## src/rtl/box_hit_judge.sv

```systemverilog
// box_hit_judge: arms box-mapper targets, judges player hits within a timed window, tracks score/lives
module box_hit_judge #(
    parameter int WINDOW_CYCLES = 50000000,
    parameter int FLASH_CYCLES  = 12500000,
    parameter int MAX_LIVES     = 3,
    parameter int SCORE_W       = 8
) (
    input  logic               CLOCK_50,
    input  logic               reset_signal,
    input  logic               box_valid,
    input  logic [2:0]         box,
    input  logic               hit_valid,
    input  logic [2:0]         hit_box,
    output logic [2:0]         target,
    output logic [SCORE_W-1:0] score,
    output logic [1:0]         lives,
    output logic               hit_flash,
    output logic               miss_flash,
    output logic               game_over
);
    localparam int MAX_CNT = WINDOW_CYCLES > FLASH_CYCLES ? WINDOW_CYCLES : FLASH_CYCLES;
    localparam int CW = $clog2(MAX_CNT + 1);
    localparam logic [CW-1:0] WIN_LAST = CW'(WINDOW_CYCLES - 1);
    localparam logic [CW-1:0] FLASH_LAST = CW'(FLASH_CYCLES - 1);

    typedef enum logic [2:0] {IDLE, ARMED, SHOW_HIT, SHOW_MISS, OVER} state_t;

    state_t             state, state_nx;
    logic [CW-1:0]      count, count_nx;
    logic [2:0]         target_nx;
    logic [SCORE_W-1:0] score_nx;
    logic [1:0]         lives_nx;
    logic               hit_nx, miss_nx, over_nx;

    always_ff @(posedge CLOCK_50) begin
        if (reset_signal) begin
            state      <= IDLE;
            count      <= '0;
            target     <= '0;
            score      <= '0;
            lives      <= 2'(MAX_LIVES);
            hit_flash  <= 1'b0;
            miss_flash <= 1'b0;
            game_over  <= 1'b0;
        end else begin
            state      <= state_nx;
            count      <= count_nx;
            target     <= target_nx;
            score      <= score_nx;
            lives      <= lives_nx;
            hit_flash  <= hit_nx;
            miss_flash <= miss_nx;
            game_over  <= over_nx;
        end
    end

    always_comb begin
        state_nx  = state;
        count_nx  = count;
        target_nx = target;
        score_nx  = score;
        lives_nx  = lives;
        hit_nx    = hit_flash;
        miss_nx   = miss_flash;
        over_nx   = game_over;
        case (state)
            IDLE: if (box_valid && box >= 3'd2 && box <= 3'd5) begin
                state_nx  = ARMED;
                target_nx = box;
                count_nx  = '0;
            end
            // a matching hit outranks wrong hits, a fresh target and timeout
            ARMED: begin
                count_nx = count + 1'b1;
                if (hit_valid || box_valid || count == WIN_LAST) begin
                    target_nx = '0;
                    count_nx  = '0;
                    if (hit_valid && hit_box == target) begin
                        state_nx = SHOW_HIT;
                        hit_nx   = 1'b1;
                        score_nx = &score ? score : score + 1'b1;
                    end else begin
                        state_nx = SHOW_MISS;
                        miss_nx  = 1'b1;
                        lives_nx = lives == 2'd0 ? 2'd0 : lives - 2'd1;
                    end
                end
            end
            SHOW_HIT, SHOW_MISS: begin
                count_nx = count + 1'b1;
                if (count == FLASH_LAST) begin
                    count_nx = '0;
                    hit_nx   = 1'b0;
                    miss_nx  = 1'b0;
                    state_nx = lives == 2'd0 ? OVER : IDLE;
                    over_nx  = lives == 2'd0;
                end
            end
            OVER: begin
                over_nx   = 1'b1;
                target_nx = '0;
                hit_nx    = 1'b0;
                miss_nx   = 1'b0;
            end
            default: state_nx = IDLE;
        endcase
    end
endmodule

```

## config.mk

```make
export PLATFORM = sky130hd
export DESIGN_NAME = box_hit_judge
export DESIGN_NICKNAME = d
export VERILOG_FILES = /design/src/rtl/box_hit_judge.sv
export SDC_FILE = /design/constraint.sdc
export NUM_CORES = 1
export LEC_CHECK = 0
export CAP_MARGIN = 25
export CORE_AREA = 4 4 70 72
export CTS_BUF_LIST = sky130_fd_sc_hd__clkbuf_4
export DETAILED_ROUTE_END_ITERATION = 8
export DIE_AREA = 0 0 74 76
export DONT_BUFFER_PORTS = 1
export PLACE_DENSITY = 0.71
export SETUP_SLACK_MARGIN = 0.2
export SLEW_MARGIN = 40
export SYNTH_ARGS = -nofsm -noshare
export SYNTH_HDL_FRONTEND = slang
export SYNTH_SLANG_ARGS = --single-unit
export TNS_END_PERCENT = 1
```

## constraint.sdc

```tcl
create_clock -name CLOCK_50 -period 2.53 [get_ports CLOCK_50]
set_input_delay 0.3795 -clock CLOCK_50 [delete_from_list [all_inputs] [get_ports CLOCK_50]]
set_output_delay 0.3795 -clock CLOCK_50 [all_outputs]
set_load 0.1 [all_outputs]
```

==> summary.md, run 1 <==
| Metric | Value |
|---|---|
| Outcome | completed |
| Compound-Gate Fraction of Synth Area | about a fifth |
| Slowest CP cell | dfxtp_1 |
| # clock sinks | 45 |
| WHS | 0.04718 ns |
| Cell Chain, Critical Path | or3b_4, nor3_1, o21ai_1, and2_1, or3_1, a31oi_1 |
| Tmin final | approximately 2.2 ns |
| Worst slew margin | 44.57% |
| Ys flop type | dfxtp_1 |
| Pre-antenna DRT Iters | 4 |
| Worst endpoint required time | 2.85 ns |
| Routed vias/inst | 6.120 |
| H-tree Lvls | 2 |
| Global route overflow | 0 |
| CP peak stage delay | 0.47 ns |
| Fin Setup TNS | 0 ns |
| Syn_area_per_cell | 8.169 um2 |
| Peak VDD IR | 0.0003399 V |
| RSZ-0062 raised after global routing | no |
| Die Ht | roughly 76 um |
| I/O pins | 26 |
| Yosys warning count | 0 |
| Total number of vias | 2197 |
| Max-cap violations | 0 |
| Leakage power | 0.9568 nW |
| Hold Violations, Final | 0 |
| Initial Util | 55.36% |
| Clock-pin slew on the worst setup and hold paths | approximately 0.15 ns |
| Die area | 5624 um2 |
| All-Layer GR Usage | 20.20% |
| Post-CTS Repair Setup Buffers | 0 |
| Vias in the first global route | 2057 |
| Worst slew pin tran | roughly 0.83 ns |
| Xor/xnor share of the synthesized area | 5.895% |
| Remaining antenna violation count | 0 |
| Clk root buf | clkbuf_4 |
| Post-layout net count | 318 |
| Crit end category | flip-flop |
| Rows | 24 |
| Drt first-iter violations | 135 |
| Post-synthesis simple-gate area fraction | 31.26% |
| Ys async rst share | 0% |
| Share of layout cells above drive strength 1 | 12.38% |
| CP max FO | 10 |
| # DRC | 0 |
| Die X | 74 um |
| Pwr dens | 527.0 nW/um2 |
| Adder-cell share of the synthesized area | about 1.1% |
| #FFs+latches synth | 45 |
| Number of enable flip-flop cells after synthesis | 0 |
| RD Place Congestion | 0.8145 |
| Syn Nets | 303 |
| CTS max path bufs | 2 |
| Placed insts | around 350 |
| F_max | 455.2 MHz |
| Period Utilization, post-route | 86.83% |
| Mux contribution to synthesized area | around 1.3% |
| CTS tree | yes |
| Setup Crit Path Kind | flip-flop to flip-flop |
| Pin count of the biggest net entering global routing | 31 |
| Worst hold path type | input pin to flip-flop |
| TritonCTS Buffers | 5 |
| Critical Path AT | 2.52 ns |
| HPWL Detailed | roughly 4000 um |
| Clk Latency, worst-skew pair | 0.37 ns |
| Avg WL per Cell | 15.20 um |
| Final Skew | around 0.019 ns |
| Setup violations, final | 0 |
| Core area | 4294 um2 |
| Initial antenna violation count | 0 |
| Fin. max-slew vios | 0 |
| Main combinational cell family by area after synthesis | simple AND/OR/NAND/NOR gates |
| Post-Syn Area | 2377 um2 |
| Post-Layout Cell Count | between 300 and 400 |
| Syn-to-layout area delta | 9.000% |
| Mapped Cells | 291 |
| Sequential cell area fraction in the yosys report | 37.89% |
| First-pass GRT wire length | just over 9000 um |
| Final WL | 5458 um |
| Diode count | 0 |
| IO Port Bufs | 0 |
| Unique masters post-synth | 51 |
| CP Launch Type | flip-flop |
## placed cells by master (no fill, tap or decap), types with 4 or more instances in the layout
| cell | Yosys | layout |
|---|---|---|
| nor3_1 | 15 | 15 |
| nor2_1 | 24 | 24 |
| clkbuf_4 | 0 | 5 |
| or3_1 | 4 | 4 |
| xor2_1 | 5 | 5 |
| dfxtp_1 | 45 | 43 |
| o21ai_0 | 8 | 8 |
| a31oi_1 | 5 | 5 |
| a211oi_1 | 7 | 7 |
| a21o_1 | 7 | 7 |
| buf_4 | 0 | 20 |
| nand2_1 | 37 | 37 |
| inv_1 | 6 | 6 |
| and3_1 | 6 | 6 |
| nand4_1 | 11 | 11 |
| and4_1 | 4 | 4 |
| a21oi_1 | 18 | 18 |
| xnor2_1 | 11 | 11 |
| a22o_1 | 5 | 5 |
| nand3_1 | 16 | 16 |
## worst paths after layout
kind | start | end | slack [ns] | cells after the start
hold reg to reg | lives[1] | lives[1] | 0.50 | 2
setup reg to reg | state[0] | count[6] | 0.33 | 6
hold / removal | reset_signal | count[9] | 0.05 | 1
setup / recovery | state[0] | count[6] | 0.33 | 6
## routing by layer
| layer | share of wire, % | vias to the layer above | GRT usage [%] | wire [um] |
|---|---|---|---|---|
| met5 | 0 | - | 0 | 0 |
| met4 | 1.3 | 0 | 6.703 | 71 |
| met3 | 7.8 | 7 | 4.749 | 425 |
| met2 | 48 | 62 | 33.51 | 2609 |
| met1 | 43 | 1025 | 25.23 | 2351 |
| li1 | - | 1103 | - | - |
## repair_timing
item | CTS | global route
setup endpoints to repair | 0 | 4
resized for setup | 0 | 1
hold buffers | 0 | 0
## critical path: cells and delay by family (launching register included)
family | cells | cell delay, ns
flip-flops | 1 | 0.47
AND/OR/NAND/NOR | 4 | 1.35
AO/OA/AOI/OAI | 2 | 0.32
## flip-flops by register name, summed over array words and instances, names as in the netlist
register and flops:
state 3, count 26, hit_flash 1, target 3, score 8, miss_flash 1, game_over 1, lives 2
## layout make-up
type | count | area, um2
clock inverters | 3 | 21.27
fillers | 410 | 1703
multi-input cells | 227 | 1388
well taps | 52 | 65.06
inverters | 7 | 26.28
clock buffers | 5 | 37.54
flip-flops and latches | 45 | 903.4
repair buffers | 20 | 150.1
## cells by family (layout without fill, tap and decap cells)
kind of cell             Yosys count  after routing
flip-flops                        45             45
buffers and inverters             19             35
AND/OR/NAND/NOR                  139            139
XOR/XNOR                          16             16
AO/OA/AOI/OAI                     67             67
adder cells (fa/ha/maj)            2              2
multiplexers                       3              3
## metrics by stage
step | worst slack (ns) | power [mW] | area [um2] | util [%]
3_5_place_dp | 0.3646 | 1.017 | 2529 | 58.89
3_3_place_gp | 0.3986 | 1.013 | 2526 | 58.83
2_1_floorplan | 0.2016 | 0.9694 | 2377 | -
6_report | 0.3331 | 1.366 | 2591 | 60.34
5_1_grt | 0.2173 | 1.433 | 2591 | 60.34
4_1_cts | 0.3467 | 1.376 | 2587 | 60.26
## cells in the mapped netlist, types with 2 or more instances
library cell,count,area share (%)
inv_1,6,0.95
mux2i_1,3,1.3
nor2_1,24,3.8
ha_1,2,1.1
nor2b_1,2,0.53
nand2_1,37,5.8
nand2b_1,3,0.79
a31oi_1,5,1.3
buf_2,5,1.1
dfxtp_1,45,38
a221o_1,2,0.84
o21ai_1,3,0.63
and4b_1,2,0.84
nand4_1,11,2.9
a22o_1,5,1.8
xnor2_1,11,4.1
nor3_1,15,3.2
a211oi_1,7,2.2
a21o_1,7,2.2
o31ai_1,2,0.63
and4_1,4,1.5
xor2_1,5,1.8
o21ai_0,8,1.7
a21oi_1,18,3.8
clkbuf_1,4,0.63
or3_1,4,1.1
and3_1,6,1.6
buf_6,2,0.95
nand3_1,16,3.4
and2_1,2,0.53
nor4_1,3,0.79
o31a_1,3,1.1
## power by group
part / switching, mW / total [mW] / leakage (nW) / internal, mW
logic: 0.169 / 0.246 / 0.561 / 0.0770
registers: 0.0296 / 0.757 / 0.365 / 0.728
clock network: 0.252 / 0.362 / 0.0316 / 0.110
total: 0.451 / 1.37 / 0.957 / 0.915
Power figures use the tool's default switching activity.
==> inputs of run 2 (changes only) <==
--- a/config.mk
+++ b/config.mk
@@ -11,6 +11,7 @@
 export DETAILED_ROUTE_END_ITERATION = 8
 export DIE_AREA = 0 0 74 76
 export DONT_BUFFER_PORTS = 1
+export GPL_TIMING_DRIVEN = 1
 export PLACE_DENSITY = 0.71
 export SETUP_SLACK_MARGIN = 0.2
 export SLEW_MARGIN = 40
==> results of run 2 <==
No change in the layout: final DEF, timing and power equal those of run 1.
==> inputs of run 3 (changes only) <==
==> constraint.sdc (replaced) <==
create_clock -name CLOCK_50 -period 2.31 [get_ports CLOCK_50]
set_input_delay 0.3465 -clock CLOCK_50 [delete_from_list [all_inputs] [get_ports CLOCK_50]]
set_output_delay 0.3465 -clock CLOCK_50 [all_outputs]
set_load 0.1 [all_outputs]
==> run 3 against run 2 <==
Against the previous run:
- critical path depth grew 2
- cell count rose by 4.2%
- die area unchanged
- clock power is 31% higher
- clock skew shrank 0.0020 ns
- largest cell class unchanged
- sequential share of layout area fell by 1.8 points
- critical endpoint is now count[21]
- combinational power up 27%
==> summary.md, run 3 (synthesis gave the netlist of run 1 again) <==
| Metric | Value |
|---|---|
| Worst reg-to-reg setup slack | 0.23 ns (-0.10 ns) |
| Most common cell after layout, fill and taps aside | nand2_1 |
| Critical Path AT | 2.33 ns (-0.19 ns) |
| Cell Chain, Critical Path | ha_4, and4_4, nand4_1, o21ai_2, a21oi_2, buf_4, and3_1, a221o_1 |
| Setup Crit Path Kind | flip-flop to flip-flop |
| Final WL | 5673 um (+3.9%) |
| CTS max path bufs | 2 (unchanged) |
| Fin. max-slew vios | 0 (unchanged) |
| CP Launch Type | flip-flop |
| All-Layer GR Usage | 21.13% (+0.94 points) |
| Number of flip-flops in the largest register | 26 (unchanged) |
| WHS | 0.02742 ns (-0.01976 ns) |
| Pwr dens | 575.4 nW/um2 (+9.2%) |
| WL met1 | 2479 um (+5.4%) |
| Met2 Wirelength | 2730 um (+4.6%) |
| Hold_buf cts | 0 (unchanged) |
| Die area | 5624 um2 (unchanged) |
| Fin Setup TNS | 0 ns (unchanged) |
| First element of the critical path | count[1] |
| HPWL Detailed | 3996 um (+2.6%) |
| Clk root buf | clkbuf_4 |
| Clock-pin slew on the worst setup and hold paths | 0.14 ns (about the same) |
| Biggest register | count |
| IO Port Bufs | 0 (unchanged) |
| # DRC | 0 (unchanged) |
| Max layer used | met4 |
| H-tree Lvls | 2 (unchanged) |
| R2R cell count | 8 (+2) |
| Final Skew | 0.01696 ns (-0.001995 ns) |
| CP peak stage delay | 0.39 ns (-0.08 ns) |
| Worst slew margin | 47.06% (+2.5 points) |
| Initial antenna violation count | 0 (unchanged) |
| Setup violations, final | 0 (unchanged) |
| Pin count of the biggest net entering global routing | 31 (unchanged) |
| Drt first-iter violations | 123 (-8.9%) |
| I/O pins | 26 (unchanged) |
| Clk Latency, worst-skew pair | 0.36 ns (about the same) |
| Global route overflow | 0 (unchanged) |
| Outcome | completed |
| Total number of vias | 2269 (+3.3%) |
| Pre-antenna DRT Iters | 4 (unchanged) |
| RSZ-0062 raised after global routing | yes |
| Vias in the first global route | 2197 (+6.8%) |
| Initial Util | 55.36% (unchanged) |
| Reg-to-Reg Start | count[1] |
| Worst slew pin tran | 0.7912 ns (-0.03728 ns) |
| First-pass GRT wire length | 9563 um (+4.3%) |
| Period Utilization, post-route | 89.90% (+3.1 points) |
| Place WS | 0.07933 ns (-0.2853 ns) |
| Rows | 24 (unchanged) |
| CP max FO | 24 (+14) |
| Syn-to-layout area delta | 17.00% |
| Peak VDD IR | 0.0002654 V (-22%) |
| Crit end category | flip-flop |
| Tmin final | 2.077 ns (-0.1202 ns) |
| Remaining antenna violation count | 0 (unchanged) |
| Post-layout net count | 334 (+5.0%) |
| Die X | 74 um (unchanged) |
| F_max | 481.5 MHz (+5.8%) |
| Slowest CP cell | dfxtp_4 |
| CTS tree | yes |
| Routed vias/inst | 6.067 (-0.86%) |
| PnR worst setup slack | 0.2333 ns (-0.09982 ns) |
| Hold Violations, Final | 0 (unchanged) |
| Die Ht | 76 um (unchanged) |
| R2r endpoint | count[21] |
| DR WL met3 | 399 um (-6.1%) |
| Max-cap violations | 0 (unchanged) |
| Leakage power | 1.054 nW (+10%) |
| Fill count | 372 (-9.3%) |
| Most frequent cells in the layout | nand2_1 (37), buf_4 (36), dfxtp_1 (34) |
| Worst setup path endpoint | count[21] |
| TritonCTS Buffers | 5 (unchanged) |
| Share of layout cells above drive strength 1 | 21.12% (+8.7 points) |
| Largest regs | count: 26 flops, score: 8 flops |
| Worst endpoint required time | 2.56 ns (-0.29 ns) |
| Worst hold path type | input pin to flip-flop |
| # clock sinks | 45 (unchanged) |
| Core area | 4294 um2 (unchanged) |
| Diode count | 0 (unchanged) |
| Avg WL per Cell | 15.17 um (-0.23%) |
| RD Place Congestion | 0.7643 (-6.2%) |
[run 3: changes by cell type in the layout (fill, tap and decap cells not counted), moves of 2 or more]
cell and change:
buf_4 +16, dfxtp_1 -9, dfxtp_2 +7, dfxtp_4 +2
[run 3: area by class of cell]
| cell class | instances | area, um2 | share of cell area (%) |
|---|---|---|---|
| Clock inverter | 2 | 35.03 | 1.260 |
| Timing Repair Buffer | 36 | 270.3 | 9.717 |
| Sequential cell | 45 | 919.6 | 33.06 |
| Inverter | 7 | 26.28 | 0.9447 |
| Clock buffer | 5 | 37.54 | 1.350 |
| Multi-Input combinational cell | 227 | 1428 | 51.33 |
| Tap cell | 52 | 65.06 | 2.339 |
[run 3: layer usage]
metal | global-route usage, % | vias up
met1 | 26.15 | 1059
met2 | 35.37 | 72
met4 | 6.703 | 0
li1 | - | 1133
met3 | 5.145 | 5
met5 | 0 | -
[run 3: report_power, final]
part | internal [mW] | total, mW | switching [mW]
clock network | 0.221 | 0.476 | 0.256
registers | 0.796 | 0.811 | 0.0150
logic | 0.101 | 0.312 | 0.211
[run 3: critical path: cells and delay by family, from the launching register on]
family	cells	cell delay [ns]
flip-flops	1	0.39
AND/OR/NAND/NOR	3	0.61
adder cells (fa/ha/maj)	1	0.15
buffers and inverters	1	0.22
AO/OA/AOI/OAI	3	0.59
[run 3: per-stage QoR]
| step | util [%] | instances | power [mW] | area, um2 |
|---|---|---|---|---|
| 3_3_place_gp | 60.46 | 359 | 1.118 | 2596 |
| 3_5_place_dp | 60.46 | 359 | 1.122 | 2596 |
| 6_report | 64.77 | 374 | 1.600 | 2781 |
| 5_1_grt | 64.77 | 374 | 1.665 | 2781 |
| 2_1_floorplan | - | 291 | 1.063 | 2387 |
| 4_1_cts | 63.29 | 371 | 1.605 | 2718 |
[run 3: worst min-delay path by stage]
stage                 start   endpoint  slack (ns)  cells after the start
2_1_floorplan     count[23]  count[23]        0.45                      1
3_3_place_gp   reset_signal   score[3]        0.41                      1
3_5_place_dp   reset_signal   score[1]        0.42                      1
4_1_cts        reset_signal   count[6]       0.009                      1
5_1_grt        reset_signal   count[6]     -0.0003                      1
6_report       reset_signal   count[7]        0.03                      1
[run 3: timing repair]
item / in CTS / in global routing
pin swaps: 1 / 5
setup endpoints to repair: 16 / 23
resized for setup: 5 / 10
buffers inserted: 5 / 3
gates cloned: 0 / 0
